`src/rtl/frame_buffer_pkg.sv`:
```
// Shared types and default widths for the frame-buffer arbiter and its BRAM port interface.
package frame_buffer_pkg;

    localparam int unsigned FB_ADDR_W = 19;
    localparam int unsigned FB_DATA_W = 18;
    localparam int unsigned FB_STAT_W = 16;

    typedef enum logic [1:0] {
        IDLE = 2'd0,
        DISP = 2'd1,
        WR   = 2'd2,
        PR   = 2'd3
    } owner_t;

endpackage

```
`src/rtl/frame_buffer_arbiter_if.sv`:
```
// Single BRAM port bundle: master side issues commands, slave side (the BRAM) returns read data.
interface frame_buffer_arbiter_if #(
    parameter int unsigned ADDR_W = frame_buffer_pkg::FB_ADDR_W,
    parameter int unsigned DATA_W = frame_buffer_pkg::FB_DATA_W
) ();

    logic              bram_en;
    logic              bram_we;
    logic [ADDR_W-1:0] bram_addr;
    logic [DATA_W-1:0] bram_wdata;
    logic [DATA_W-1:0] bram_rdata;

    modport master (
        output bram_en,
        output bram_we,
        output bram_addr,
        output bram_wdata,
        input  bram_rdata
    );

    modport slave (
        input  bram_en,
        input  bram_we,
        input  bram_addr,
        input  bram_wdata,
        output bram_rdata
    );

endinterface

```
`src/rtl/frame_buffer_arbiter_rd_tag_pipe.sv`:
```
// Read-return tag pipeline: carries the owner of each BRAM read for DEPTH cycles, then
// captures bram read data into the owner's output register with a one-cycle valid.
module rd_tag_pipe
    import frame_buffer_pkg::*;
#(
    parameter int unsigned DEPTH  = 1,
    parameter int unsigned DATA_W = FB_DATA_W
) (
    input  logic              clk,
    input  logic              reset,
    input  owner_t            tag_in,
    input  logic [DATA_W-1:0] rdata,
    output logic [DATA_W-1:0] disp_data,
    output logic              disp_valid,
    output logic [DATA_W-1:0] pr_data,
    output logic              pr_valid
);

    owner_t tag_q [DEPTH];
    owner_t tag_exit;

    assign tag_exit = tag_q[DEPTH-1];

    // Tag shift register, aligned so the exit tag coincides with valid bram_rdata
    always_ff @(posedge clk or negedge reset) begin
        if (!reset) begin
            for (int i = 0; i < DEPTH; i++) begin
                tag_q[i] <= IDLE;
            end
        end else begin
            tag_q[0] <= tag_in;
            for (int i = 1; i < DEPTH; i++) begin
                tag_q[i] <= tag_q[i-1];
            end
        end
    end

    // Data registers hold their last value between valid pulses
    always_ff @(posedge clk or negedge reset) begin
        if (!reset) begin
            disp_data  <= '0;
            disp_valid <= 1'b0;
            pr_data    <= '0;
            pr_valid   <= 1'b0;
        end else begin
            disp_valid <= (tag_exit == DISP);
            pr_valid   <= (tag_exit == PR);
            if (tag_exit == DISP) begin
                disp_data <= rdata;
            end
            if (tag_exit == PR) begin
                pr_data <= rdata;
            end
        end
    end

endmodule

```
`src/rtl/frame_buffer_arbiter.sv`:
```
// Frame-buffer BRAM port arbiter: display reads have absolute priority, filter write/read share
// the rest round-robin. Optional stall counters are built when FRAME_BUFFER_ARB_STATS_EN is defined.
module frame_buffer_arbiter
    import frame_buffer_pkg::*;
#(
    parameter int unsigned ADDR_W       = FB_ADDR_W,
    parameter int unsigned DATA_W       = FB_DATA_W,
    parameter int unsigned BRAM_LATENCY = 1
) (
    input  logic                  clk,
    input  logic                  reset,
    input  logic                  disp_req,
    input  logic [ADDR_W-1:0]     disp_addr,
    output logic [DATA_W-1:0]     disp_data,
    output logic                  disp_valid,
    input  logic                  wr_req,
    input  logic [ADDR_W-1:0]     wr_addr,
    input  logic [DATA_W-1:0]     wr_data,
    output logic                  wr_gnt,
    input  logic                  pr_req,
    input  logic [ADDR_W-1:0]     pr_addr,
    output logic                  pr_gnt,
    output logic [DATA_W-1:0]     pr_data,
    output logic                  pr_valid,
    frame_buffer_arbiter_if.master bram
`ifdef FRAME_BUFFER_ARB_STATS_EN
    ,
    output logic [FB_STAT_W-1:0]  stat_wr_stall,
    output logic [FB_STAT_W-1:0]  stat_pr_stall
`endif
);

    owner_t winner;
    owner_t cmd_owner;
    owner_t rr_last;
    owner_t tag_in;

    // Same-cycle arbitration; rr_last names the filter client served most recently
    always_comb begin
        winner = IDLE;
        if (disp_req) begin
            winner = DISP;
        end else if (wr_req && pr_req) begin
            winner = (rr_last == PR) ? WR : PR;
        end else if (wr_req) begin
            winner = WR;
        end else if (pr_req) begin
            winner = PR;
        end
        wr_gnt = (winner == WR);
        pr_gnt = (winner == PR);
    end

    // Command stage: owner FSM and registered BRAM command
    always_ff @(posedge clk or negedge reset) begin
        if (!reset) begin
            cmd_owner       <= IDLE;
            rr_last         <= PR;
            bram.bram_en    <= 1'b0;
            bram.bram_we    <= 1'b0;
            bram.bram_addr  <= '0;
            bram.bram_wdata <= '0;
        end else begin
            cmd_owner    <= winner;
            bram.bram_en <= (winner != IDLE);
            bram.bram_we <= (winner == WR);
            if (winner == WR || winner == PR) begin
                rr_last <= winner;
            end
            case (winner)
                DISP: bram.bram_addr <= disp_addr;
                WR: begin
                    bram.bram_addr  <= wr_addr;
                    bram.bram_wdata <= wr_data;
                end
                PR:      bram.bram_addr <= pr_addr;
                default: ;
            endcase
        end
    end

    // Writes return nothing, so they enter the return path as empty slots
    always_comb begin
        tag_in = IDLE;
        if (cmd_owner == DISP || cmd_owner == PR) begin
            tag_in = cmd_owner;
        end
    end

    rd_tag_pipe #(
        .DEPTH  (BRAM_LATENCY),
        .DATA_W (DATA_W)
    ) u_rd_tag_pipe (
        .clk        (clk),
        .reset      (reset),
        .tag_in     (tag_in),
        .rdata      (bram.bram_rdata),
        .disp_data  (disp_data),
        .disp_valid (disp_valid),
        .pr_data    (pr_data),
        .pr_valid   (pr_valid)
    );

`ifdef FRAME_BUFFER_ARB_STATS_EN
    // Saturating counts of cycles a filter client waits with its request up
    always_ff @(posedge clk or negedge reset) begin
        if (!reset) begin
            stat_wr_stall <= '0;
            stat_pr_stall <= '0;
        end else begin
            if (wr_req && !wr_gnt && stat_wr_stall != '1) begin
                stat_wr_stall <= stat_wr_stall + FB_STAT_W'(1);
            end
            if (pr_req && !pr_gnt && stat_pr_stall != '1) begin
                stat_pr_stall <= stat_pr_stall + FB_STAT_W'(1);
            end
        end
    end
`endif

endmodule

```
`src/flat_wrapper.sv`:
```
// flat-port wrapper written by rule: the top's interface ports become plain ports
module frame_buffer_arbiter_flat import frame_buffer_pkg::*;
#(
    parameter int unsigned ADDR_W       = FB_ADDR_W,
    parameter int unsigned DATA_W       = FB_DATA_W,
    parameter int unsigned BRAM_LATENCY = 1
)
  (clk, reset, disp_req, disp_addr, disp_data, disp_valid, wr_req, wr_addr, wr_data, wr_gnt, pr_req, pr_addr, pr_gnt, pr_data, pr_valid, bram_bram_en, bram_bram_we, bram_bram_addr, bram_bram_wdata, bram_bram_rdata);
  frame_buffer_arbiter_if #(.ADDR_W(ADDR_W), .DATA_W(DATA_W)) bram_i ();
  input  logic clk;
  input  logic reset;
  input  logic disp_req;
  input  logic [ADDR_W-1:0] disp_addr;
  output logic [DATA_W-1:0] disp_data;
  output logic disp_valid;
  input  logic wr_req;
  input  logic [ADDR_W-1:0] wr_addr;
  input  logic [DATA_W-1:0] wr_data;
  output logic wr_gnt;
  input  logic pr_req;
  input  logic [ADDR_W-1:0] pr_addr;
  output logic pr_gnt;
  output logic [DATA_W-1:0] pr_data;
  output logic pr_valid;
  output wire logic [$bits(bram_i.bram_en)-1:0] bram_bram_en;
  output wire logic [$bits(bram_i.bram_we)-1:0] bram_bram_we;
  output wire logic [$bits(bram_i.bram_addr)-1:0] bram_bram_addr;
  output wire logic [$bits(bram_i.bram_wdata)-1:0] bram_bram_wdata;
  input wire logic [$bits(bram_i.bram_rdata)-1:0] bram_bram_rdata;
  assign bram_bram_en = bram_i.bram_en;
  assign bram_bram_we = bram_i.bram_we;
  assign bram_bram_addr = bram_i.bram_addr;
  assign bram_bram_wdata = bram_i.bram_wdata;
  assign bram_i.bram_rdata = bram_bram_rdata;
  frame_buffer_arbiter #(.ADDR_W(ADDR_W), .DATA_W(DATA_W), .BRAM_LATENCY(BRAM_LATENCY)) u_core (.clk(clk), .reset(reset), .disp_req(disp_req), .disp_addr(disp_addr), .disp_data(disp_data), .disp_valid(disp_valid), .wr_req(wr_req), .wr_addr(wr_addr), .wr_data(wr_data), .wr_gnt(wr_gnt), .pr_req(pr_req), .pr_addr(pr_addr), .pr_gnt(pr_gnt), .pr_data(pr_data), .pr_valid(pr_valid), .bram(bram_i));
endmodule
```
`config.mk`:
```
export PLATFORM = sky130hd
export DESIGN_NAME = frame_buffer_arbiter_flat
export DESIGN_NICKNAME = d
export VERILOG_FILES = /design/src/rtl/frame_buffer_pkg.sv /design/src/rtl/frame_buffer_arbiter_if.sv /design/src/rtl/frame_buffer_arbiter_rd_tag_pipe.sv /design/src/rtl/frame_buffer_arbiter.sv /design/src/flat_wrapper.sv
export SDC_FILE = /design/constraint.sdc
export NUM_CORES = 1
export LEC_CHECK = 0
export CAP_MARGIN = 20
export CORE_MARGIN = 1.5
export CORE_UTILIZATION = 43
export DETAILED_ROUTE_END_ITERATION = 7
export HOLD_SLACK_MARGIN = 0.02
export PLACE_DENSITY = 0.95
export RECOVER_POWER = 25
export SLEW_MARGIN = 40
export SYNTH_ARGS = -nofsm -noshare
export SYNTH_HDL_FRONTEND = slang
export SYNTH_HIERARCHICAL = 1
export SYNTH_SLANG_ARGS = --single-unit
```
`constraint.sdc`:
```
create_clock -name clk -period 2.8 [get_ports clk]
set_input_delay 0.56 -clock clk [delete_from_list [all_inputs] [get_ports clk]]
set_output_delay 0.56 -clock clk [all_outputs]
set_load 0.01 [all_outputs]
```
==> impl_metrics.json, run 1 <==
{
  "status": "finished with violations",
  "violations": "max-capacitance violations, max-slew violations",
  "firstDrtPassIters": 4,
  "cts.path.max_buffers": 2,
  "core_um2": 7730,
  "timing.final.crit_share_pct": 92.3,
  "synth_seq_cells": 83,
  "fin_area_um2": 5440,
  "area_growth_pct": 57.9,
  "viasPerCell": 5.20,
  "cp.required_ps": 2240,
  "pwr-share-seq_pct": 46.3,
  "leakagePower_uw": 0.00225,
  "synthMuxAreaShare_pct": 19.6,
  "root_buffer": "clkbuf_8",
  "drt_iter0_drc": 82,
  "antenna_found_initial": 0,
  "setup_viol": 0,
  "p_per_area_nw_per_um2": 597,
  "cts-resized-gates": 0,
  "timing_worst_setup_path_type": "input port to primary output",
  "overflow": 0,
  "grt_pass1_vias": 2856,
  "grt_pass1_wl_mm": 14.1,
  "drt-met1-wl_mm": 3.51,
  "synth_top_family_by_area": "multiplexers",
  "tns_ps": 0,
  "worstMarginPinSlew_ps": 2000,
  "synth_cell_type_count": 21,
  "die_w_um": 92.5,
  "cp.buffers_inverters": 2,
  "antenna-diode-count": 0,
  "crit_top_cell": "clkdlybuf4s50_1",
  "synth_edf_count": 0,
  "fillCellCount": 531,
  "max_stage_delay_ps": 540,
  "start_util_pct": 44.5,
  "skew_ps": 9.80,
  "gp_congestion": 0.836,
  "syn_nets": 349,
  "regArea_um2": 2080,
  "cts_hold_repair.buffers": 0,
  "maxCapViolCount": 1,
  "avgSynthCellArea_um2": 13.7,
  "intPower_uw": 2350,
  "wl_met3_um": 657,
  "fin_ws_ps": 216,
  "pwr-share-comb_pct": 30.3,
  "numClockSinks": 83,
  "met2_length_mm": 4.55,
  "dr_total_vias": 2769,
  "placedInstanceArea_um2": 5280,
  "fp-row-count": 32,
  "cp_top_family": "buffers and inverters",
  "grt_max_degree": 84,
  "pre_cts_slack_ps": 218,
  "worst_path_max_delay_cell": "clkdlybuf4s50_1",
  "async_reset_ff_share_pct": 100,
  "drv_slew": 84,
  "numPortBuffers": 176,
  "synth_top_flop_cell": "dfrtp_1",
  "post-route-min-period_ps": 2580,
  "fmax_mhz": 387,
  "rsz0062_at_grt": "false",
  "synth_warnings": 6,
  "end_kind": "primary output",
  "die_area_um2": 8550,
  "cp_max_fo": 5,
  "multi_input_area_um2": 1230,
  "dieHeight_um": 92.5,
  "p_clk_share_pct": 23.4,
  "synthSimpleGateAreaFrac_pct": 6.91,
  "drc": 0,
  "final_layout_size_suffix_gt1_share_pct": 19.5,
  "drt-total-wl_mm": 8.87,
  "synthAdderAreaFrac_pct": 0,
  "synth_area_um2": 3440,
  "finalHoldViolations": 0,
  "synth.yosys.seq_area_share_pct": 60.4,
  "relSlewSlack_pct": -33.5,
  "top_layer": "met4",
  "tritoncts": "built",
  "cts.clk_slew.worst_paths_ps": 80,
  "wire_per_inst_um": 16.6,
  "ios": 177,
  "p_sw_uw": 898,
  "clkLatencyLatePin_ps": 340,
  "grt.total_usage_pct": 21.4,
  "cts_setup_buffers": 0,
  "cts_max_level": 3,
  "nets": 524,
  "ir_drop_mv": 0.235,
  "critPathArrivalTime_ps": 2020,
  "worstPathCellList": "clkdlybuf4s50_1 > a21bo_1 > and2_1 > clkdlybuf4s50_1",
  "ant_nets": 0,
  "cp-start-kind": "input port",
  "numCtsBuffers": 9,
  "hpwlAfterDp_mm": 6.59,
  "hold_path_class": "flip-flop to flip-flop",
  "synth_cells": 251,
  "synth_compound_area_share_pct": 9.01,
  "synth_xor_area_share_pct": 0,
  "p_sw_share_pct": 27.7
}
power by group through the flow:
stage,registers (uW),clock network [uW],logic [uW]
after floorplan,1600,0,296
after global placement,1510,0,963
after detailed placement,1530,0,993
after CTS,1500,786,996
after global routing,1520,844,1040
final,1500,761,982
registers in the layout, indices dropped and copies added (netlist names):
| signal | cells |
|---|---|
| u_core/u_rd_tag_pipe/tag_exit | 2 |
| u_core/u_rd_tag_pipe/disp_valid | 1 |
| u_core/bram.bram_wdata | 18 |
| u_core/u_rd_tag_pipe/pr_valid | 1 |
| u_core/bram.bram_addr | 19 |
| u_core/cmd_owner | 2 |
| u_core/u_rd_tag_pipe/pr_data | 18 |
| u_core/bram.bram_we | 1 |
| u_core/bram.bram_en | 1 |
| u_core/u_rd_tag_pipe/disp_data | 18 |
| u_core/rr_last | 2 |
logic make-up (layout without fill, tap and decap cells):
| logic type | count (synthesis) | after routing |
|---|---|---|
| multiplexers | 54 | 54 |
| buffers and inverters | 23 | 203 |
| AND/OR/NAND/NOR | 50 | 50 |
| AO/OA/AOI/OAI | 41 | 41 |
| flip-flops | 83 | 83 |
per-stage QoR:
stage          util (%)  power [uW]  instances  hold slack, ps
3_3_place_gp       68.2        2470        517             355
6_report           70.4        3240        533             377
2_1_floorplan         -        1900        251             264
3_5_place_dp       68.3        2520        517             364
5_1_grt            70.4        3410        533             392
4_1_cts            70.5        3280        533             243
cells in the mapped netlist (3+ instances only):
| cell type | instances | area (um2) |
|---|---|---|
| and2_1 | 3 | 18.8 |
| a31oi_1 | 19 | 119 |
| nor2_1 | 20 | 75.1 |
| mux2_2 | 36 | 405 |
| buf_2 | 5 | 25.0 |
| inv_1 | 3 | 11.3 |
| nand3_1 | 20 | 100 |
| clkbuf_1 | 10 | 37.5 |
| dfrtp_1 | 81 | 2030 |
| buf_6 | 4 | 45.0 |
| mux2_4 | 18 | 270 |
| a32oi_1 | 19 | 166 |
routing by layer:
metal	vias up	GRT usage (%)
li1	1264	-
met1	1356	25.2
met2	135	36.9
met3	14	5.75
met4	0	8.59
met5	-	0
worst paths after layout:
| check | end | from | slack (ps) | depth (start not counted) |
|---|---|---|---|---|
| setup reg to reg | u_core/bram.bram_wdata[4] | u_core/rr_last[1] | 1160 | 4 |
| min in group asynchronous | u_core/u_rd_tag_pipe/disp_data[2] | reset | 890 | 2 |
| hold / removal | u_core/u_rd_tag_pipe/tag_exit[0] | u_core/cmd_owner[0] | 380 | 0 |
| hold reg to reg | u_core/u_rd_tag_pipe/tag_exit[0] | u_core/cmd_owner[0] | 380 | 0 |
| max in group asynchronous | u_core/u_rd_tag_pipe/pr_data[14] | reset | 720 | 2 |
| setup / recovery | wr_gnt | pr_req | 220 | 4 |
layout by cell type (no fill, tap or decap):
cell	netlist	routed
dfstp_2	2	2
mux2_4	18	18
buf_4	0	7
mux2_2	36	36
a21bo_1	1	1
clkinv_4	0	1
clkinvlp_4	0	2
clkbuf_8	0	9
and2_1	3	3
clkbuf_4	0	1
or3_1	1	1
inv_6	0	2
dfrtp_1	81	81
a21o_1	2	2
or2_2	1	1
nand2b_1	2	1
nor2b_1	2	2
clkbuf_2	0	1
nand2b_2	0	1
a31oi_1	19	19
clkinv_2	0	2
nand2_2	1	1
inv_1	3	3
nor2_1	20	20
nand3_1	20	20
clkdlybuf4s50_1	0	175
a32oi_1	19	19
area by class of cell:
cell class	instances	area share, %
clock buffer	9	2.28
clock inverter	7	0.944
inverter	3	0.207
multi-input combinational	145	22.6
sequential	83	38.3
tap	102	2.35
timing repair buffer	184	33.4
No activity file was read; power rests on OpenSTA's default activity.
==> run 2, diff against run 1 <==
- CAP_MARGIN: 20 -> 10
==> results of run 2 <==
Final layout, timing and power as in run 1 (identical DEF).
